<file path="src/rtl/wbucodarb.sv">
`default_nettype none
// ============================================================================
//  Module   : wbucodarb
//  Purpose  : Three-source round-robin codeword arbiter feeding a one-word
//             output register. Optional burst locking is enabled by defining
//             WBUCODARB_BURST_EN.
//  Revision : 1.0
// ============================================================================
module wbucodarb #(
    parameter int BURST_LEN = 4
) (
    input  logic        i_clk,
    input  logic        i_areset_n,
    input  logic        i_stb_0,
    input  logic        i_stb_1,
    input  logic        i_stb_2,
    input  logic [35:0] i_word_0,
    input  logic [35:0] i_word_1,
    input  logic [35:0] i_word_2,
    output logic        o_busy_0,
    output logic        o_busy_1,
    output logic        o_busy_2,
    output logic        o_stb,
    output logic [35:0] o_codword,
    output logic [1:0]  o_src,
    input  logic        i_tx_busy
);

    localparam logic [0:0] S_EMPTY = 1'b0;
    localparam logic [0:0] S_FULL  = 1'b1;

    if (BURST_LEN < 1 || BURST_LEN > 15) begin : g_bad_burst_len
        $error("wbucodarb: BURST_LEN out of range 1..15");
    end

    logic [0:0]  r_state;
    logic [35:0] r_codword;
    logic [1:0]  r_src;
    logic [2:0]  w_stb;
    logic        w_grant_valid;
    logic [1:0]  w_grant_idx;
    logic [35:0] w_grant_word;
    logic        w_xfer;

    assign w_stb = {i_stb_2, i_stb_1, i_stb_0};

    function automatic logic [1:0] rr_idx(input logic [1:0] last, input int off);
        return 2'((int'(last) + 1 + off) % 3);
    endfunction

`ifdef WBUCODARB_BURST_EN
    localparam logic [3:0] c_BURST_LEN = 4'(BURST_LEN);
    logic       r_lock;
    logic [3:0] r_count;
    logic       w_lock_hit;

    assign w_lock_hit = r_lock && (r_count < c_BURST_LEN) && w_stb[r_src];
`endif

    // Scan from the lowest priority upward so the highest-priority hit wins.
    always_comb begin
        w_grant_valid = 1'b0;
        w_grant_idx   = 2'd0;
        for (int i = 2; i >= 0; i--) begin
            if (w_stb[rr_idx(r_src, i)]) begin
                w_grant_valid = 1'b1;
                w_grant_idx   = rr_idx(r_src, i);
            end
        end
`ifdef WBUCODARB_BURST_EN
        if (w_lock_hit) begin
            w_grant_valid = 1'b1;
            w_grant_idx   = r_src;
        end
`endif
    end

    always_comb begin
        case (w_grant_idx)
            2'd0:    w_grant_word = i_word_0;
            2'd1:    w_grant_word = i_word_1;
            default: w_grant_word = i_word_2;
        endcase
    end

    assign w_xfer   = (r_state == S_EMPTY) && w_grant_valid;
    assign o_busy_0 = !(w_xfer && (w_grant_idx == 2'd0));
    assign o_busy_1 = !(w_xfer && (w_grant_idx == 2'd1));
    assign o_busy_2 = !(w_xfer && (w_grant_idx == 2'd2));

    // A FULL cycle never reloads, which forces the one-clock gap between words.
    always_ff @(posedge i_clk or negedge i_areset_n) begin
        if (!i_areset_n) begin
            r_state   <= S_EMPTY;
            r_codword <= 36'h0;
            r_src     <= 2'd2;
        end else begin
            case (r_state)
                S_EMPTY: begin
                    if (w_xfer) begin
                        r_codword <= w_grant_word;
                        r_src     <= w_grant_idx;
                        r_state   <= S_FULL;
                    end
                end
                default: begin
                    if (!i_tx_busy) begin
                        r_state <= S_EMPTY;
                    end
                end
            endcase
        end
    end

`ifdef WBUCODARB_BURST_EN
    // Lock drops as soon as the burst budget is spent so round-robin resumes.
    always_ff @(posedge i_clk or negedge i_areset_n) begin
        if (!i_areset_n) begin
            r_lock  <= 1'b0;
            r_count <= 4'd0;
        end else if (r_state == S_EMPTY) begin
            if (w_xfer && w_lock_hit) begin
                r_count <= r_count + 4'd1;
                r_lock  <= (r_count + 4'd1) < c_BURST_LEN;
            end else if (w_xfer) begin
                r_count <= 4'd1;
                r_lock  <= c_BURST_LEN > 4'd1;
            end else if (r_lock && !w_stb[r_src]) begin
                r_lock  <= 1'b0;
            end
        end
    end
`endif

    assign o_stb     = (r_state == S_FULL);
    assign o_codword = r_codword;
    assign o_src     = r_src;

endmodule
`default_nettype wire

</file>
<file path="config.mk">
export PLATFORM = sky130hd
export DESIGN_NAME = wbucodarb
export DESIGN_NICKNAME = d
export VERILOG_FILES = /design/src/rtl/wbucodarb.sv
export SDC_FILE = /design/constraint.sdc
export NUM_CORES = 1
export LEC_CHECK = 0
export ABC_AREA = 1
export CAP_MARGIN = 15
export CORE_MARGIN = 5
export CORE_UTILIZATION = 40
export DETAILED_ROUTE_END_ITERATION = 12
export PLACE_DENSITY = 0.85
export SETUP_SLACK_MARGIN = 0.1
export SLEW_MARGIN = 15
export SYNTH_ARGS = -nofsm -noshare
export SYNTH_HDL_FRONTEND = slang
export SYNTH_SLANG_ARGS = --single-unit
</file>
<file path="constraint.sdc">
create_clock -name i_clk -period 5.4 [get_ports i_clk]
set_clock_uncertainty 0.1 [all_clocks]
set_input_delay 1.35 -clock i_clk [delete_from_list [all_inputs] [get_ports i_clk]]
set_output_delay 1.35 -clock i_clk [all_outputs]
set_load 0.05 [all_outputs]
</file>
==> run metrics <==
final setup violation count 0; measured slew at the worst slew-check pin between 800 and 900 ps; Max Root-Sink Buffers 2; DRT Wirelength 9130 um; postcts setup bufs 0; Pre-antenna DRT Iters 5; Pwr Total around 3.2 mW; placed insts about 620; Setup WS post-layout ~1000 ps; Hold Vio Cnt, Final 0; pwr/cell area between 700 and 800 nW/um^2; critical path arrival approximately 3000 ps; Num Clock Sinks 39; hold path startpoint o_codword[17]; post-synthesis register bit count 39; final slew viol count 0; # resized after CTS 0; Cells after Synth ~400; VDD IR max 0.486 mV; CTS clk-pin slew, worst paths 70 ps; initial DRC count 106; Post-DP HPWL 6960 um; hold slack final a little over 400 ps; ys async rst share 100%; Final period util around four fifths; Area contributors post-synth dfrtp_1 36%, nor2_1 17%, nand3_1 15%; Tmin final 4380 ps; chip height roughly 91 um; flop2flop setup slack 2660 ps; vias 3,145; pin count of the biggest net entering global routing 40; Die W 91.2 um; Critical R2R Capture o_codword[26]; grt ovf 0; Hold Crit Depth 2; routed vias/inst about 5; number of CTS-inserted buffers 5; TritonCTS clock tree yes; Cell Area, Placed about 4200 um^2; Area growth syn-to-layout 62.0%; critical path class primary input to output pin; clock latency at the later pin of the worst-skew pair between 200 and 300 ps; WL/cell between 10 and 15 um; Rel. slew slack 42.9%; ys flop type dfrtp_1; Final Non-Filler Cells 630; DP Worst Slack ~1000 ps; All-Layer GR Usage between 20% and 30%; max frequency approximately 230 MHz; count leader, synth nor2_1; Avg Inst Size Synth between 6 and 7 um^2; Max Cap Viol 0; startpoint types primary input; # IOs about 160; Starting Density approximately two fifths; Synth cell types 20; Hold Path Class register to register; Synth Cell Area roughly 2600 um^2; Synth area leader dfrtp_1; TNS Setup 0 ps; post-cts hold buffer count 0; antenna cells 0; CP Capture Type output pin; PortBufs between 150 and 200; Clock Tree Root clkbuf_8; Seq/Total Area, Yosys ~37%; final core utilization between 60% and 70%; CP Launch Point i_stb_1; CP Data Required Time a little under 4000 ps; RSZ-0062 raised after global routing no; antenna violations before repair 0; origin of the critical flop-to-flop path o_src[0]; DRC Markers 0; global-route wire length before repair ~15,000 um; num rows 29; Core Area between 6000 and 7000 um^2; Synth top cells by count 120 x nor2_1, 100 x nand2_1, 78 x nand3_1; status finished, final reports clean; Yosys top cell area share between 30% and 40%; leakage power around 2.0 nW; Antenna Nets Post-Route 0; Ys Warns 0; Final nets 670; critical path peak fanout 20; gpl congestion 0.877; Hold Path End o_codword[17]; Die ar. 8310 um^2; worst r2r path cells 15; design area roughly 4300 um^2; CTS H-tree lvls 2; Syn Nets 523; Post-synth EDFFs 0; fraction of layout cells with a size suffix above 1 5.97%; vias in the first global route between 3,000 and 4,000
==> flip-flops by register name (all words and copies together), names as in the netlist <==
signal,count
o_src,2
o_codword,36
o_stb,1
==> report_power, final <==
part | internal (mW) | switching, mW | total, mW
registers | 0.456 | 0.0837 | 0.540
logic | 0.817 | 1.65 | 2.46
clock network | 0.0907 | 0.0999 | 0.191
==> routing by layer <==
layer	GRT usage [%]	routed length [um]	part of all wire, %	vias to the layer above
met5	0	0	0	-
met4	8.07	110	1.2	0
met3	7.77	871	9.5	16
met2	37.7	4700	51	153
met1	23.7	3450	38	1420
li1	-	-	-	1556
==> worst max path at each step <==
| stage | to | slack, ps | cells after the start |
|---|---|---|---|
| after floorplan | o_busy_0 | 1470 | 9 |
| after global placement | o_busy_0 | 1070 | 10 |
| after detailed placement | o_busy_0 | 1050 | 10 |
| after CTS | o_busy_0 | 1030 | 10 |
| after global routing | o_busy_0 | 870 | 10 |
| final | o_busy_0 | 1020 | 10 |
==> cell type report <==
type	count	area (um^2)
clock buffers	7	76.3
multi-input cells	319	1400
flip-flops and latches	39	977
inverters	23	86.3
repair buffers	164	1630
fillers	569	2120
clock inverters	1	5.00
well taps	77	96.3
==> cells in the final DEF (no fill, tap or decap) <==
cell type / count
a21o_1: 1
nand2_1: 100
ha_1: 4
nand2_2: 5
nand3_1: 78
inv_2: 3
clkbuf_1: 2
buf_4: 10
buf_2: 1
dfrtp_1: 38
a21oi_4: 2
clkdlybuf4s50_1: 151
buf_12: 2
o21ai_0: 2
nand3b_1: 1
dfstp_2: 1
inv_1: 20
clkbuf_8: 5
nor2_1: 120
nand3_2: 2
clkinv_2: 1
nor2_2: 1
a21oi_1: 3
==> worst max-delay path, stage by stage <==
cell and delay (ps):
clkdlybuf4s50_1 550, nand2_1 90, nand3_2 100, nand2_2 90
inv_2 70, nand2_1 60, buf_4 210, nand2_2 90
nand3_1 130, buf_12 190
==> kinds of logic (layout without fill, tap and decap cells) <==
family	Yosys count	count (layout)	share of synthesized area, %
fa+ha+maj	4	4	1.90
simple gates	307	307	48.6
compound gates	8	8	2.47
flops	39	39	37.1
buf+inv	47	195	9.92
(Power assumes the default switching activity.)
